[src/rtl/mac_ctrl_pkg.sv]
// Shared encodings for the MAC array sequencer.
package mac_ctrl_pkg;

  localparam logic [1:0] INST_IDLE = 2'b00;
  localparam logic [1:0] INST_LOAD = 2'b01;
  localparam logic [1:0] INST_EXEC = 2'b10;

  typedef enum logic [2:0] {
    IDLE,
    LOAD,
    GAP,
    EXEC,
    DRAIN,
    DONE_ST
  } state_t;

endpackage

[src/rtl/mac_rd_pipe.sv]
// Two-stage alignment of SRAM read data with its instruction tag.
// Stage 1 carries the tag alongside the SRAM access; stage 2 captures
// rdata together with the tag so both reach the chain head in the same cycle.
module mac_rd_pipe
  import mac_ctrl_pkg::*;
#(
  parameter int unsigned dw = 64
) (
  input  logic          clk,
  input  logic          reset,
  input  logic          cen,
  input  logic [1:0]    tag,
  input  logic [dw-1:0] rdata,
  output logic [dw-1:0] q_out,
  output logic [1:0]    inst_out
);

  logic       v1;
  logic [1:0] tag1;

  // Stage 1: follow the read request into the data-valid cycle.
  always_ff @(posedge clk) begin
    if (reset) begin
      v1   <= 1'b0;
      tag1 <= INST_IDLE;
    end else begin
      v1   <= cen;
      tag1 <= tag;
    end
  end

  // Stage 2: present data and tag; data holds while no read is aligned.
  always_ff @(posedge clk) begin
    if (reset) begin
      q_out    <= '0;
      inst_out <= INST_IDLE;
    end else if (v1) begin
      q_out    <= rdata;
      inst_out <= tag1;
    end else begin
      inst_out <= INST_IDLE;
    end
  end

endmodule

[src/rtl/mac_array_ctrl.sv]
// Sequencer for a mac_col chain: loads one K vector per column, waits for
// the chain to settle, streams Q vectors, then counts results to completion.
module mac_array_ctrl
  import mac_ctrl_pkg::*;
#(
  parameter int unsigned col       = 3,
  parameter int unsigned bw        = 8,
  parameter int unsigned pr        = 8,
  parameter int unsigned addr_w    = 6,
  parameter int unsigned cnt_w     = 8,
  parameter int unsigned drain_max = 255
) (
  input  logic                clk,
  input  logic                reset,
  input  logic                start,
  input  logic [addr_w-1:0]   k_base,
  input  logic [addr_w-1:0]   q_base,
  input  logic [cnt_w-1:0]    num_q,
  output logic                mem_cen,
  output logic [addr_w-1:0]   mem_addr,
  input  logic [bw*pr-1:0]    mem_rdata,
  output logic [bw*pr-1:0]    q_out,
  output logic [1:0]          inst_out,
  input  logic                res_wr,
  output logic                busy,
  output logic                done,
  output logic                timeout
);

  localparam int unsigned DW   = bw * pr;
  // One counter serves both LOAD (0..col-1) and GAP (0..col+1).
  localparam int unsigned PC_W = $clog2(col + 2);
  localparam int unsigned WD_W = (drain_max < 2) ? 1 : $clog2(drain_max + 1);

  state_t            state, state_nxt;
  logic [PC_W-1:0]   pc, pc_nxt;
  logic [cnt_w-1:0]  q_cnt, q_cnt_nxt;
  logic [cnt_w-1:0]  res_cnt, res_cnt_nxt;
  logic [WD_W-1:0]   wd_cnt, wd_nxt;
  logic [cnt_w-1:0]  num_q_r;
  logic [addr_w-1:0] k_base_r, q_base_r;
  logic [1:0]        tag_r;
  logic              issue;
  logic [addr_w-1:0] issue_addr;
  logic [1:0]        issue_tag;
  logic              to_fire;
  logic              accept;

  assign accept = (state == IDLE) && start;
  assign busy   = (state != IDLE);
  assign done   = (state == DONE_ST);

  // State register.
  always_ff @(posedge clk) begin
    if (reset) state <= IDLE;
    else       state <= state_nxt;
  end

  // Result counter: active from EXEC entry, saturates at num_q so excess
  // pulses are dropped.
  always_comb begin
    res_cnt_nxt = res_cnt;
    if ((state == EXEC || state == DRAIN) && res_wr && (res_cnt != num_q_r))
      res_cnt_nxt = res_cnt + 1'b1;
  end

  // Next-state, read issue and counter updates.
  always_comb begin
    state_nxt  = state;
    pc_nxt     = pc;
    q_cnt_nxt  = q_cnt;
    wd_nxt     = wd_cnt;
    issue      = 1'b0;
    issue_addr = mem_addr;
    issue_tag  = INST_IDLE;
    to_fire    = 1'b0;
    case (state)
      IDLE: begin
        if (start) begin
          state_nxt = LOAD;
          pc_nxt    = '0;
          q_cnt_nxt = '0;
          wd_nxt    = '0;
        end
      end
      LOAD: begin
        issue      = 1'b1;
        issue_addr = k_base_r + addr_w'(pc);
        issue_tag  = INST_LOAD;
        if (pc == PC_W'(col - 1)) begin
          state_nxt = GAP;
          pc_nxt    = '0;
        end else begin
          pc_nxt = pc + 1'b1;
        end
      end
      GAP: begin
        if (pc == PC_W'(col + 1)) begin
          pc_nxt    = '0;
          q_cnt_nxt = '0;
          state_nxt = (num_q_r == '0) ? DONE_ST : EXEC;
        end else begin
          pc_nxt = pc + 1'b1;
        end
      end
      EXEC: begin
        issue      = 1'b1;
        issue_addr = q_base_r + addr_w'(q_cnt);
        issue_tag  = INST_EXEC;
        if (q_cnt == num_q_r - 1'b1) begin
          state_nxt = DRAIN;
          wd_nxt    = '0;
        end else begin
          q_cnt_nxt = q_cnt + 1'b1;
        end
      end
      DRAIN: begin
        // Completion is judged on the updated count so done follows the
        // final res_wr by exactly one cycle.
        if (res_cnt_nxt == num_q_r) begin
          state_nxt = DONE_ST;
        end else if (wd_cnt == WD_W'(drain_max - 1)) begin
          state_nxt = IDLE;
          to_fire   = 1'b1;
        end else begin
          wd_nxt = wd_cnt + 1'b1;
        end
      end
      DONE_ST: state_nxt = IDLE;
      default: state_nxt = IDLE;
    endcase
  end

  // Counters, latched job parameters and registered SRAM request.
  always_ff @(posedge clk) begin
    if (reset) begin
      pc       <= '0;
      q_cnt    <= '0;
      res_cnt  <= '0;
      wd_cnt   <= '0;
      num_q_r  <= '0;
      k_base_r <= '0;
      q_base_r <= '0;
      mem_cen  <= 1'b0;
      mem_addr <= '0;
      tag_r    <= INST_IDLE;
      timeout  <= 1'b0;
    end else begin
      pc       <= pc_nxt;
      q_cnt    <= q_cnt_nxt;
      wd_cnt   <= wd_nxt;
      res_cnt  <= accept ? '0 : res_cnt_nxt;
      if (accept) begin
        num_q_r  <= num_q;
        k_base_r <= k_base;
        q_base_r <= q_base;
      end
      mem_cen  <= issue;
      mem_addr <= issue_addr;
      tag_r    <= issue_tag;
      timeout  <= to_fire;
    end
  end

  mac_rd_pipe #(
    .dw(DW)
  ) u_rd_pipe (
    .clk     (clk),
    .reset   (reset),
    .cen     (mem_cen),
    .tag     (tag_r),
    .rdata   (mem_rdata),
    .q_out   (q_out),
    .inst_out(inst_out)
  );

endmodule

[config.mk]
export PLATFORM = sky130hd
export DESIGN_NAME = mac_array_ctrl
export DESIGN_NICKNAME = d
export VERILOG_FILES = /design/src/rtl/mac_ctrl_pkg.sv /design/src/rtl/mac_rd_pipe.sv /design/src/rtl/mac_array_ctrl.sv
export SDC_FILE = /design/constraint.sdc
export NUM_CORES = 1
export LEC_CHECK = 0
export ABC_AREA = 1
export CORE_MARGIN = 1.5
export CORE_UTILIZATION = 48
export DETAILED_ROUTE_END_ITERATION = 7
export PLACE_DENSITY_LB_ADDON = 0.12
export SYNTH_ARGS = -nofsm -noshare
export SYNTH_HDL_FRONTEND = slang
export SYNTH_SLANG_ARGS = --single-unit
[constraint.sdc]
create_clock -name clk -period 2.45 [get_ports clk]
set_input_delay 0.3675 -clock clk [delete_from_list [all_inputs] [get_ports clk]]
set_output_delay 0.3675 -clock clk [all_outputs]
set_load 0.02 [all_outputs]
### After elaboration in Yosys (flattened, before gate mapping)

Index checks and enable logic that the tools add are counted.

* bits in registers: 129
* input port bits: 88
* output and inout bits: 76

* bitwise logic cells: 2
* reductions and logical operators: 19
* $add $sub $neg: 7
* multiplexer cells: 25
* eq/ne operators: 19

Operator list (count)
* two-way mux 8 bit: 7
* one-hot mux 8 bit (3 select lines): 2
* two-way mux 3 bit: 10
* adder 8 x 1 -> 8 bit (second input constant): 3
* == test 8 bit: 2
* one-hot mux 3 bit (5 select lines): 1
* inequality test 2 bit (second input constant): 6
* one-hot mux 6 bit (2 select lines): 1
* nonzero test 3 bit: 4
* AND reduction 5 bit: 2
* == test 3 x 2 -> 1 bit (second input constant): 3
* == test 3 bit (second input constant): 3
* one-hot mux 3 bit (3 select lines): 1
* == test 8 bit (second input constant): 1
* logical NOT 8 bit: 1
* inequality test 8 bit: 1
* subtractor 8 x 1 -> 8 bit (second input constant): 1
* adder 6 x 3 -> 6 bit: 1
* adder 6 bit: 1
* OR reduction 2 bit: 3
* one-hot mux 2 bit (2 select lines): 1
* AND reduction 4 bit: 1
* adder 3 x 1 -> 3 bit (second input constant): 1
* == test 3 x 1 -> 1 bit (second input constant): 1
* 10 further kinds: 14

### Depth between registers and ports, before layout

Gate-level depths: netlist of the first run.

* depth after elaboration: 8
* gate-level depth with buffers: 18
* mapped depth without buffers: 18

### Cells and area by module

Synthesis of the first run repeated with hierarchy kept, for this count alone.

* cells, all modules: 974
* area, all modules: 6503.7 sq um

Modules (own cells, without submodules)
* mac_array_ctrl: cells each 555, area an instance 3754.9 sq um, instances 1
* mac_rd_pipe: cells each 419, area an instance 2748.9 sq um, instances 1

### Worst setup path before layout of the first run

No wires, ideal clock.

* path type: reg-to-reg
* start point: register num_q_r[0]
* end point: register wd_cnt[2]
* slack: 0.439 ns
* cell stages (with the launch flop): 13
* required time: 2.315 ns
* clock period less this slack: 2.011 ns
* setup time: 0.135 ns
* arrival: 1.876 ns
* path through: dfxtp_1 -> inv_2 -> ha_1 -> xor2_1 -> o21ai_0 -> a21oi_1 -> o21ai_0 -> nor3_1 -> a21oi_1 -> nor2_2 -> nand2_4 -> nand2_1 -> a21oi_2

* word-level cells in the longest chain between the ends: 6
* elaborated cells between the ends (all ways): 9
* classes of those cells: add/sub (1); eq/ne (5); mux (1); reduce/logical (2)

Ends and longest elaborated chain
* from (decl): RTL line mac_array_ctrl.sv:40 `logic [cnt_w-1:0] num_q_r;`
* from (signal assigned): RTL line mac_array_ctrl.sv:154 `num_q_r <= num_q;`
* parallel branches: the longest is 5 deep, another holds subtractor 8 x 1 -> 8 bit
* AND reduction 5 bit (no source line) *
* to (signal assigned): RTL line mac_array_ctrl.sv:151 `wd_cnt <= wd_nxt;`
* to (decl): RTL line mac_array_ctrl.sv:39 `logic [WD_W-1:0] wd_cnt, wd_nxt;`

Every way passes the cells marked *.
A chain may end at the register's enable or synchronous reset.

### Worst setup path after layout of the first run

* start point: register num_q_r[1]
* end point: register state[2]

* word-level cells in the longest chain between the ends: 6
* elaborated cells between the ends (all ways): 14
* classes of those cells: add/sub (1); eq/ne (5); mux (5); reduce/logical (3)

Ends and longest elaborated chain
* parallel branches: the longest is 6 deep, another holds subtractor 8 x 1 -> 8 bit
* to (signal assigned): RTL line mac_array_ctrl.sv:56 `else state <= state_nxt;`
* to (decl): RTL line mac_array_ctrl.sv:35 `state_t state, state_nxt;`

Parallel ways; which one is timed is not known. The select of a mux whose other input is x is not followed.

==> impl_metrics.json, run 1 <==
{
  "outcome": "finished, final reports clean",
  "hold-path-cell-count": 2,
  "report.final.setup_viol": 0,
  "post-synth-top-count-cell": "sky130_fd_sc_hd__nor2_1",
  "asyncSetResetFlopFracSynth_pct": 0,
  "drc_viols": 0,
  "synth_edf_count": 0,
  "die_w_um": 114,
  "worst_path_max_fanout": 6,
  "number_of_flip_flops_and_latches_in_the_synthesized_netlist": 129,
  "coreArea_um2": 12100,
  "dp.cells": 1128,
  "holdCritPathClass": "reg -> reg",
  "ff2ff_path_depth": 12,
  "place.detailed.hpwl_um": 11100,
  "final_max_slew_viol_count": 0,
  "placement.io_buffers": 163,
  "fmaxAchievable_mhz": 445,
  "firstDrtPassIters": 5,
  "clk-insertion-delay-late_ns": 0.42,
  "post_synth.cell_area_avg_um2": 7.30,
  "gp_routability_congestion": 0.821,
  "die_area_um2": 13100,
  "grt_pass1_wl_um": 25600,
  "hp-start": "tag_r[1]$_SDFF_PP0_",
  "critical_path.reg2reg.startpoint": "num_q_r[1]$_SDFFE_PP0P_",
  "cts_buffers": 17,
  "antenna_violations_before_repair": 0,
  "finalWirelength_um": 15700,
  "gr-total-overflow": 0,
  "syn2layout_area_growth_pct": 40.3,
  "clkSinkCount": 129,
  "n_antenna_cell": 0,
  "drv.max_cap_violation_count": 0,
  "synth_top_area_share_pct": 43.3,
  "fillCellCount": 1017,
  "worst-endpoint-required_ns": 2.75,
  "via_count": 5713,
  "initial_core_util_pct": 49.4,
  "synth-warning-count": 0,
  "hold-path-endpoint": "u_rd_pipe.tag1[1]$_SDFF_PP0_",
  "synth_flop_cell": "sky130_fd_sc_hd__dfxtp_1",
  "finish.cell_count_without_fillers": 1159,
  "wl_per_cell_um": 13.6,
  "syn_inst": 817,
  "design_area_um2": 8360,
  "grt.total_usage_pct": 24.7,
  "slew_headroom_pct": 56.8,
  "floorplan.rows": 40,
  "synth_cell_area_um2": 5960,
  "reg_to_reg_endpoint": "state[2]$_SDFFE_PP0P_",
  "viasPerCell": 4.93,
  "cts.htree.levels": 4,
  "synthTopCellsByArea": "sky130_fd_sc_hd__dfxtp_1 (43%), sky130_fd_sc_hd__nor2_1 (12%), sky130_fd_sc_hd__nand2_1 (7.7%)",
  "timing.critical_path.to_type": "flop",
  "synth_cell_types": 38,
  "ys_top_cells_by_count": "sky130_fd_sc_hd__nor2_1 (192), sky130_fd_sc_hd__dfxtp_1 (129), sky130_fd_sc_hd__nand2_1 (122), sky130_fd_sc_hd__o21ai_0 (90), sky130_fd_sc_hd__inv_1 (55)",
  "syn-num-nets": 923,
  "design.final.nets": 1085,
  "tritoncts": "yes",
  "first_iter_violations": 294,
  "clkSlewWorstSetupHoldPaths_ns": 0.06,
  "grt_start_max_net_pins": 67,
  "cp.arrival_ns": 2.55,
  "synth_seq_area_share_pct": 43.3,
  "grt_pass1_vias": 5279,
  "placement.cell_area_um2": 7780,
  "final_antenna_net_count": 0,
  "slew_of_the_pin_with_the_lowest_slew_margin_ns": 0.641,
  "path_class": "reg -> reg",
  "period_minus_slack_ns": 2.25,
  "layout-drive-gt1-share_pct": 8.17,
  "die-height_um": 114,
  "min_period_over_period_pct": 91.7,
  "synth.largest_area_cell": "sky130_fd_sc_hd__dfxtp_1",
  "ir_drop_mv": 0.608,
  "slack_of_the_worst_reg_to_reg_path_ns": 0.20,
  "ioPinCount": 164,
  "fin_skew_ns": 0.00738,
  "power.static_leakage_nw": 3.53,
  "postCtsHoldBufs": 0,
  "report.final.hold_viol_count": 0,
  "root_buffer": "sky130_fd_sc_hd__clkbuf_16",
  "cellPowerDensity_nw_per_um2": 919,
  "clk_path_buf_depth": 2,
  "worstSetupStartpointType": "flop"
}
==> per-stage QoR <==
step / power [mW] / hold WS [ns] / setup TNS, ns / setup WS [ns] / util, %
after floorplan: 4.31 / 0.388 / 0 / 0.439 / -
after global placement: 5.18 / 0.390 / 0 / 0.204 / 64.5
after detailed placement: 5.21 / 0.401 / 0 / 0.115 / 64.5
after CTS: 7.68 / 0.411 / 0 / 0.0864 / 69.2
after global routing: 8.14 / 0.428 / -0.00135 / -0.00135 / 69.3
final: 7.68 / 0.406 / 0 / 0.202 / 69.3
==> worst max path at each step <==
stage,from,to,slack (ns)
2_1_floorplan,num_q_r[0]$_SDFFE_PP0P_,wd_cnt[2]$_SDFFE_PP0P_,0.44
3_3_place_gp,num_q_r[0]$_SDFFE_PP0P_,wd_cnt[1]$_SDFFE_PP0P_,0.20
3_5_place_dp,num_q_r[0]$_SDFFE_PP0P_,wd_cnt[0]$_SDFFE_PP0P_,0.12
4_1_cts,num_q_r[1]$_SDFFE_PP0P_,wd_cnt[0]$_SDFFE_PP0P_,0.09
5_1_grt,num_q_r[0]$_SDFFE_PP0P_,state[0]$_SDFFE_PP0P_,-0.001
6_report,num_q_r[1]$_SDFFE_PP0P_,state[2]$_SDFFE_PP0P_,0.20
==> cell type report <==
cell class / instances / area, um2 / share of cell area (%)
inverters: 63 / 238 / 2.84
clock buffers: 25 / 485 / 5.80
clock inverters: 6 / 80.1 / 0.957
multi-input cells: 592 / 3030 / 36.2
flip-flops and latches: 129 / 2580 / 30.9
well taps: 168 / 210 / 2.51
repair buffers: 176 / 1740 / 20.8
==> cell families after synthesis <==
| family | count (synthesis) | share of synthesized area [%] |
|---|---|---|
| DFF | 129 | 43.3 |
| xor gates and xnor gates | 30 | 4.41 |
| buffers and inverters | 96 | 6.23 |
| adders and majority gates | 18 | 4.03 |
| and+or+nand+nor | 402 | 29.2 |
| AOI/OAI and AO/OA | 142 | 12.8 |
==> sequential cells by signal, summed over array words and instances, names as in the netlist <==
name                flops
q_cnt                   8
k_base_r                6
wd_cnt                  8
mem_cen                 1
mem_addr                6
u_rd_pipe.v1            1
res_cnt                 8
u_rd_pipe.q_out        64
timeout                 1
q_base_r                6
tag_r                   2
state                   3
u_rd_pipe.tag1          2
u_rd_pipe.inst_out      2
num_q_r                 8
pc                      3
==> layout by cell type, fill, tap and decap left out, types with 8 or more instances in the layout <==
master	instances
sky130_fd_sc_hd__a21oi_2	8
sky130_fd_sc_hd__a21oi_1	33
sky130_fd_sc_hd__xor2_1	23
sky130_fd_sc_hd__nor2_1	192
sky130_fd_sc_hd__ha_1	16
sky130_fd_sc_hd__o21ai_0	90
sky130_fd_sc_hd__clkdlybuf4s50_1	163
sky130_fd_sc_hd__clkbuf_16	17
sky130_fd_sc_hd__dfxtp_1	128
sky130_fd_sc_hd__nor3_1	10
sky130_fd_sc_hd__buf_4	12
sky130_fd_sc_hd__inv_1	54
sky130_fd_sc_hd__nand3_1	36
sky130_fd_sc_hd__nand2_1	121
==> report_power, final <==
part	internal, mW	switching (mW)	total (mW)
logic	1.02	1.61	2.64
clock network	1.56	0.876	2.44
registers	2.40	0.205	2.60
==> what timing repair did <==
item | in CTS | in global routing
resized for setup | 0 | 4
setup buffers | 0 | 0
setup endpoints to repair | 0 | 10
==> worst max-delay path: stages, from the launching register on <==
cell and delay (ns):
sky130_fd_sc_hd__dfxtp_1 0.37, sky130_fd_sc_hd__inv_2 0.08, sky130_fd_sc_hd__ha_1 0.28, sky130_fd_sc_hd__xor2_1 0.14
sky130_fd_sc_hd__o21ai_0 0.10, sky130_fd_sc_hd__a21oi_1 0.10, sky130_fd_sc_hd__o21ai_0 0.09, sky130_fd_sc_hd__nor3_1 0.27
sky130_fd_sc_hd__a21oi_2 0.18, sky130_fd_sc_hd__nor2_1 0.22, sky130_fd_sc_hd__nand2_2 0.13, sky130_fd_sc_hd__nor2_1 0.13
sky130_fd_sc_hd__nor2_1 0.06
==> metal layers <==
metal | global-route usage, % | routed length, um
met2 | 39.6 | 7270
met4 | 8.25 | 342
met5 | 0 | 0
met3 | 7.78 | 963
met1 | 31.6 | 7170
Note: power is estimated with default switching activity, not from simulation.
==> run 2, diff against run 1 <==
Settings changed: CORE_UTILIZATION 48 to 40, REMOVE_ABC_BUFFERS from default to 1.
==> run 2 against run 1 <==
Compared with the run above: register-to-register slack gained 0.02 ns; final area grew 0.81%; wire length grew 2.8%; sequential power is essentially flat; first-iteration DRC count shrank 12%; setup slack gained 0.0073 ns.
==> impl_metrics.json, run 2 (same netlist as run 1, synthesis figures left out) <==
{
  "ff2ff_path_depth": 13,
  "reg_to_reg_endpoint": "q_cnt[3]$_SDFFE_PP0P_",
  "grt.total_usage_pct": 21.6,
  "globalRoute.busiestLayer": "met2",
  "critical_path.reg2reg.startpoint": "num_q_r[0]$_SDFFE_PP0P_",
  "gp_routability_congestion": 0.835,
  "grt_pass1_wl_um": 27500,
  "timing.critical_path.to_type": "primary output",
  "power.total_mw": 7.65,
  "fillCellCount": 1381,
  "largest_register": "u_rd_pipe.q_out",
  "slew_of_the_pin_with_the_lowest_slew_margin_ns": 0.642,
  "tritoncts": "yes",
  "grt_start_max_net_pins": 67,
  "worst_path_max_fanout": 5,
  "grt_setup_unrepaired": "yes",
  "setup_total_negative_slack_ns": 0,
  "placement.io_buffers": 163,
  "viasPerCell": 4.78,
  "min_period_over_period_pct": 91.4,
  "timing.critical_path.from": "state[2]$_SDFFE_PP0P_",
  "firstDrtPassIters": 5,
  "clkSinkCount": 129,
  "period_minus_slack_ns": 2.24,
  "cp.arrival_ns": 1.87,
  "ir_drop_mv": 0.523,
  "floorplan.rows": 44,
  "grt_use_met1_pct": 27.0,
  "layout-drive-gt1-share_pct": 8.96,
  "first_iter_violations": 259,
  "grtUsageMet3_pct": 9.58,
  "power.static_leakage_nw": 3.54,
  "die-height_um": 125,
  "worst-endpoint-required_ns": 2.08,
  "comb_power_share_pct": 34.2,
  "largest_register_ffs": 64,
  "final_antenna_net_count": 0,
  "grt_pass1_vias": 5517,
  "finalWirelength_um": 16200,
  "cellPowerDensity_nw_per_um2": 908,
  "internal_power_mw": 4.91,
  "p_sw_share_pct": 35.8,
  "slew_headroom_pct": 57.2,
  "clock_power_share_pct": 31.7,
  "wl_per_cell_um": 13.8,
  "report.final.setup_viol": 0,
  "initial_core_util_pct": 41.0,
  "clk_path_buf_depth": 2,
  "clkSlewWorstSetupHoldPaths_ns": 0.05,
  "n_antenna_cell": 0,
  "drc_viols": 0,
  "die_w_um": 125,
  "place.detailed.hpwl_um": 11500,
  "holdCritPathClass": "reg -> reg",
  "sequentialPowerShare_pct": 34.1,
  "via_count": 5623,
  "hold-path-cell-count": 2,
  "gr-total-overflow": 0,
  "netSwitchingPower_mw": 2.74,
  "path_class": "reg -> out",
  "worstSetupStartpointType": "flop",
  "final_cell_mix": "sky130_fd_sc_hd__nor2_1 (191), sky130_fd_sc_hd__clkdlybuf4s50_1 (163), sky130_fd_sc_hd__dfxtp_1 (128)",
  "outcome": "finished, final reports clean",
  "hold-path-endpoint": "u_rd_pipe.tag1[1]$_SDFF_PP0_",
  "whs_ns": 0.405,
  "post-cts-setup-buffer-count": 0,
  "ioPinCount": 164,
  "die_area_um2": 15700,
  "design.final.nets": 1087,
  "m2_gr_usage_pct": 33.9,
  "hp-start": "tag_r[1]$_SDFF_PP0_",
  "fin_skew_ns": 0.0109,
  "coreArea_um2": 14500,
  "cts_buffers": 17,
  "final_max_slew_viol_count": 0,
  "antenna_violations_before_repair": 0,
  "fmaxAchievable_mhz": 446,
  "report.final.hold_viol_count": 0,
  "cts.htree.levels": 4,
  "syn2layout_area_growth_pct": 41.4,
  "clk-insertion-delay-late_ns": 0.42,
  "final_common_cell": "sky130_fd_sc_hd__nor2_1",
  "root_buffer": "sky130_fd_sc_hd__clkbuf_16",
  "drv.max_cap_violation_count": 0,
  "slack_of_the_worst_reg_to_reg_path_ns": 0.22
}
## run 2: cell count changes in the layout (fill, tap and decap cells not counted), moves of 2 or more
| cell | delta |
|---|---|
| sky130_fd_sc_hd__buf_12 | +2 |
| sky130_fd_sc_hd__clkinv_4 | +4 |
| sky130_fd_sc_hd__clkinvlp_4 | +3 |
| sky130_fd_sc_hd__clkinv_2 | -2 |
| sky130_fd_sc_hd__clkbuf_1 | -5 |
## run 2: power by group through the flow
stage / clock [mW] / combinational, mW / sequential, mW
after floorplan: 0 / 1.42 / 2.82
after global placement: 0 / 2.60 / 2.64
after detailed placement: 0 / 2.60 / 2.65
after CTS: 2.47 / 2.61 / 2.61
after global routing: 2.56 / 2.94 / 2.65
final: 2.43 / 2.62 / 2.61
## run 2: per-stage QoR
stage               instances  setup slack, ns  util [%]  instance area (um2)
floorplan                 784            0.336         -                 5830
global placement         1146            0.245      54.0                 7840
detailed placement       1146            0.197      54.0                 7840
CTS                      1177            0.181      57.9                 8420
global route             1177          -0.0245      58.0                 8430
finish                   1177            0.210      58.0                 8430
## run 2: critical path, cell delays in order (launching register included)
cell and delay [ns]:
sky130_fd_sc_hd__dfxtp_1 0.44, sky130_fd_sc_hd__inv_1 0.09, sky130_fd_sc_hd__nor3_1 0.27, sky130_fd_sc_hd__clkdlybuf4s50_1 0.66
## run 2: layer usage
layer / vias up / part of all wire [%]
met5: - / 0
met4: 0 / 0.98
met3: 16 / 8.8
met2: 140 / 45
met1: 2510 / 45
li1: 2957 / -
## run 2: what timing repair did
item	4_1_cts	5_1_grt
endpoints found under the hold margin	0	0
endpoints found under the setup margin	0	12
resized for setup	0	4
hold buffers	0	0
## run 2: cell type report
| type | count | area, um2 | area share (%) |
|---|---|---|---|
| inverter | 63 | 238 | 2.82 |
| clock buffer | 20 | 467 | 5.53 |
| tap | 184 | 230 | 2.73 |
| timing repair buffer | 178 | 1780 | 21.1 |
| clock inverter | 11 | 106 | 1.26 |
| sequential | 129 | 2580 | 30.6 |
| multi-input combinational | 592 | 3030 | 35.9 |
## run 2: worst max-delay path by stage
stage                                   endpoint  depth (start not counted)
after global routing       q_cnt[3]$_SDFFE_PP0P_                         13
after CTS                 wd_cnt[1]$_SDFFE_PP0P_                         12
after detailed placement  wd_cnt[1]$_SDFFE_PP0P_                         12
final                                       done                          3
after floorplan            q_cnt[3]$_SDFFE_PP0P_                         11
after global placement    wd_cnt[0]$_SDFFE_PP0P_                         12
==> run 3, diff against run 2 <==
Settings changed: CELL_PAD_IN_SITES_DETAIL_PLACEMENT from default to 0, CELL_PAD_IN_SITES_GLOBAL_PLACEMENT from default to 1, CORE_UTILIZATION 40 to 34.
==> run 3 against run 2 <==
Compared with the run above: core utilization decreased by 8.9 points; critical endpoint is now wd_cnt[7]$_SDFFE_PP0P_; non-clock buffer count increased by 1; wire length increased by 3.3%; largest power group unchanged; critical path type is now reg -> reg; total power increased by 0.68%; register-to-register slack improved by 0.02 ns; sequential share of layout area decreased by 0.11 points; hold slack improved by 0.0065 ns.
==> impl_metrics.json, run 3 (same netlist as run 1, synthesis figures left out) <==
{
  "cts.htree.levels": 4,
  "fillCellCount": 1717,
  "largest_register_ffs": 64,
  "grt_pass1_vias": 5466,
  "outcome": "finished, final reports clean",
  "worst-endpoint-required_ns": 2.73,
  "dp_slack_ns": 0.221,
  "grt.total_usage_pct": 19.1,
  "antenna_violations_before_repair": 0,
  "cellPowerDensity_nw_per_um2": 911,
  "initial_core_util_pct": 34.6,
  "viasPerCell": 4.59,
  "critical_path.reg2reg.startpoint": "num_q_r[0]$_SDFFE_PP0P_",
  "slew_of_the_pin_with_the_lowest_slew_margin_ns": 0.607,
  "placement.cell_area_um2": 7880,
  "final_antenna_net_count": 0,
  "period_minus_slack_ns": 2.21,
  "fin_skew_ns": 0.00942,
  "clk_path_buf_depth": 2,
  "finalWirelength_um": 16700,
  "layout-drive-gt1-share_pct": 8.75,
  "critical_path_sink": "wd_cnt[7]$_SDFFE_PP0P_",
  "root_buffer": "sky130_fd_sc_hd__clkbuf_16",
  "hold-path-cell-count": 2,
  "syn2layout_area_growth_pct": 41.9,
  "multi_input_area_um2": 3020,
  "clkSlewWorstSetupHoldPaths_ns": 0.06,
  "worstSetupStartpointType": "flop",
  "final_common_cell": "sky130_fd_sc_hd__nor2_1",
  "gr-total-overflow": 0,
  "report.final.hold_viol_count": 0,
  "report.final.setup_viol": 0,
  "cp.arrival_ns": 2.49,
  "drv.max_cap_violation_count": 0,
  "cts_resized": 0,
  "clk-insertion-delay-late_ns": 0.41,
  "clkSinkCount": 129,
  "placement.io_buffers": 163,
  "holdCritPathClass": "reg -> reg",
  "reg_to_reg_endpoint": "wd_cnt[7]$_SDFFE_PP0P_",
  "final_max_slew_viol_count": 0,
  "design_area_um2": 8460,
  "postCtsHoldBufs": 0,
  "grt_pass1_wl_um": 27500,
  "power.total_mw": 7.71,
  "firstDrtPassIters": 6,
  "ir_drop_mv": 0.520,
  "path_class": "reg -> reg",
  "floorplan.rows": 48,
  "coreArea_um2": 17200,
  "power.static_leakage_nw": 3.54,
  "die_w_um": 135,
  "slew_headroom_pct": 59.1,
  "gp_routability_congestion": 0.790,
  "post-cts-setup-buffer-count": 0,
  "via_count": 5595,
  "design.final.nets": 1088,
  "final_cell_mix": "sky130_fd_sc_hd__nor2_1 (191), sky130_fd_sc_hd__clkdlybuf4s50_1 (163), sky130_fd_sc_hd__dfxtp_1 (128)",
  "min_period_over_period_pct": 90.2,
  "worst_path_max_fanout": 8,
  "hp-start": "tag_r[0]$_SDFF_PP0_",
  "fmaxAchievable_mhz": 453,
  "die_area_um2": 18300,
  "grt_start_max_net_pins": 67,
  "timing.critical_path.to_type": "flop",
  "setup_ws_ns": 0.240,
  "cts_buffers": 17,
  "grt_setup_unrepaired": "yes",
  "n_antenna_cell": 0,
  "ff_latch_area_um2": 2580,
  "wl_per_cell_um": 13.7,
  "die-height_um": 135,
  "slack_of_the_worst_reg_to_reg_path_ns": 0.24,
  "drc_viols": 0,
  "ioPinCount": 164,
  "first_iter_violations": 216,
  "place.detailed.hpwl_um": 11900,
  "largest_register": "u_rd_pipe.q_out",
  "timing.critical_path.from": "num_q_r[0]$_SDFFE_PP0P_",
  "ff2ff_path_depth": 12,
  "tritoncts": "yes"
}
-- run 3: worst min-delay path by stage --
| stage | end | slack (ns) |
|---|---|---|
| after floorplan | u_rd_pipe.tag1[0]$_SDFF_PP0_ | 0.39 |
| after global placement | u_rd_pipe.tag1[0]$_SDFF_PP0_ | 0.39 |
| after detailed placement | u_rd_pipe.tag1[0]$_SDFF_PP0_ | 0.39 |
| after CTS | u_rd_pipe.tag1[0]$_SDFF_PP0_ | 0.41 |
| after global routing | u_rd_pipe.tag1[0]$_SDFF_PP0_ | 0.41 |
| final | u_rd_pipe.tag1[0]$_SDFF_PP0_ | 0.41 |
-- run 3: power breakdown --
group          internal [mW]  switching (mW)  leakage, nW
logic                   1.03            1.60         2.22
registers               2.40           0.201         1.05
clock network           1.55           0.933        0.276
total                   4.98            2.73         3.54
-- run 3: metrics by stage --
step	instances	hold slack, ns	setup TNS (ns)	utilization (%)
5_1_grt	1219	0.414	-0.0973	49.1
6_report	1219	0.411	0	49.1
3_3_place_gp	1188	0.394	0	45.7
2_1_floorplan	784	0.388	0	-
4_1_cts	1219	0.411	0	49.0
3_5_place_dp	1188	0.392	0	45.7
-- run 3: cell type report --
type	count	area share, %
Sequential cell	129	30.5
Multi-Input combinational cell	592	35.7
Inverter	63	2.81
Tap cell	225	3.33
Timing Repair Buffer	179	20.8
Clock inverter	9	1.27
Clock buffer	22	5.48
-- run 3: worst max-delay path, stage by stage, from the launching register on --
cell	delay (ns)
sky130_fd_sc_hd__dfxtp_1	0.35
sky130_fd_sc_hd__inv_2	0.07
sky130_fd_sc_hd__ha_1	0.30
sky130_fd_sc_hd__xor2_1	0.12
sky130_fd_sc_hd__o21ai_0	0.09
sky130_fd_sc_hd__a21oi_1	0.11
sky130_fd_sc_hd__o21ai_0	0.11
sky130_fd_sc_hd__nor3_2	0.19
sky130_fd_sc_hd__a21oi_1	0.13
sky130_fd_sc_hd__nor2_2	0.31
sky130_fd_sc_hd__nand2_4	0.14
sky130_fd_sc_hd__nand2_1	0.10
sky130_fd_sc_hd__a21oi_2	0.05
-- run 3: routing by layer --
layer | vias to the layer above | wire length [um] | GRT usage [%] | part of all wire [%]
li1 | 2960 | - | - | -
met1 | 2489 | 7820 | 24.8 | 47
met2 | 135 | 7160 | 28.4 | 43
met3 | 11 | 1630 | 9.32 | 9.7
met4 | 0 | 118 | 4.60 | 0.71
met5 | - | 0 | 0 | 0
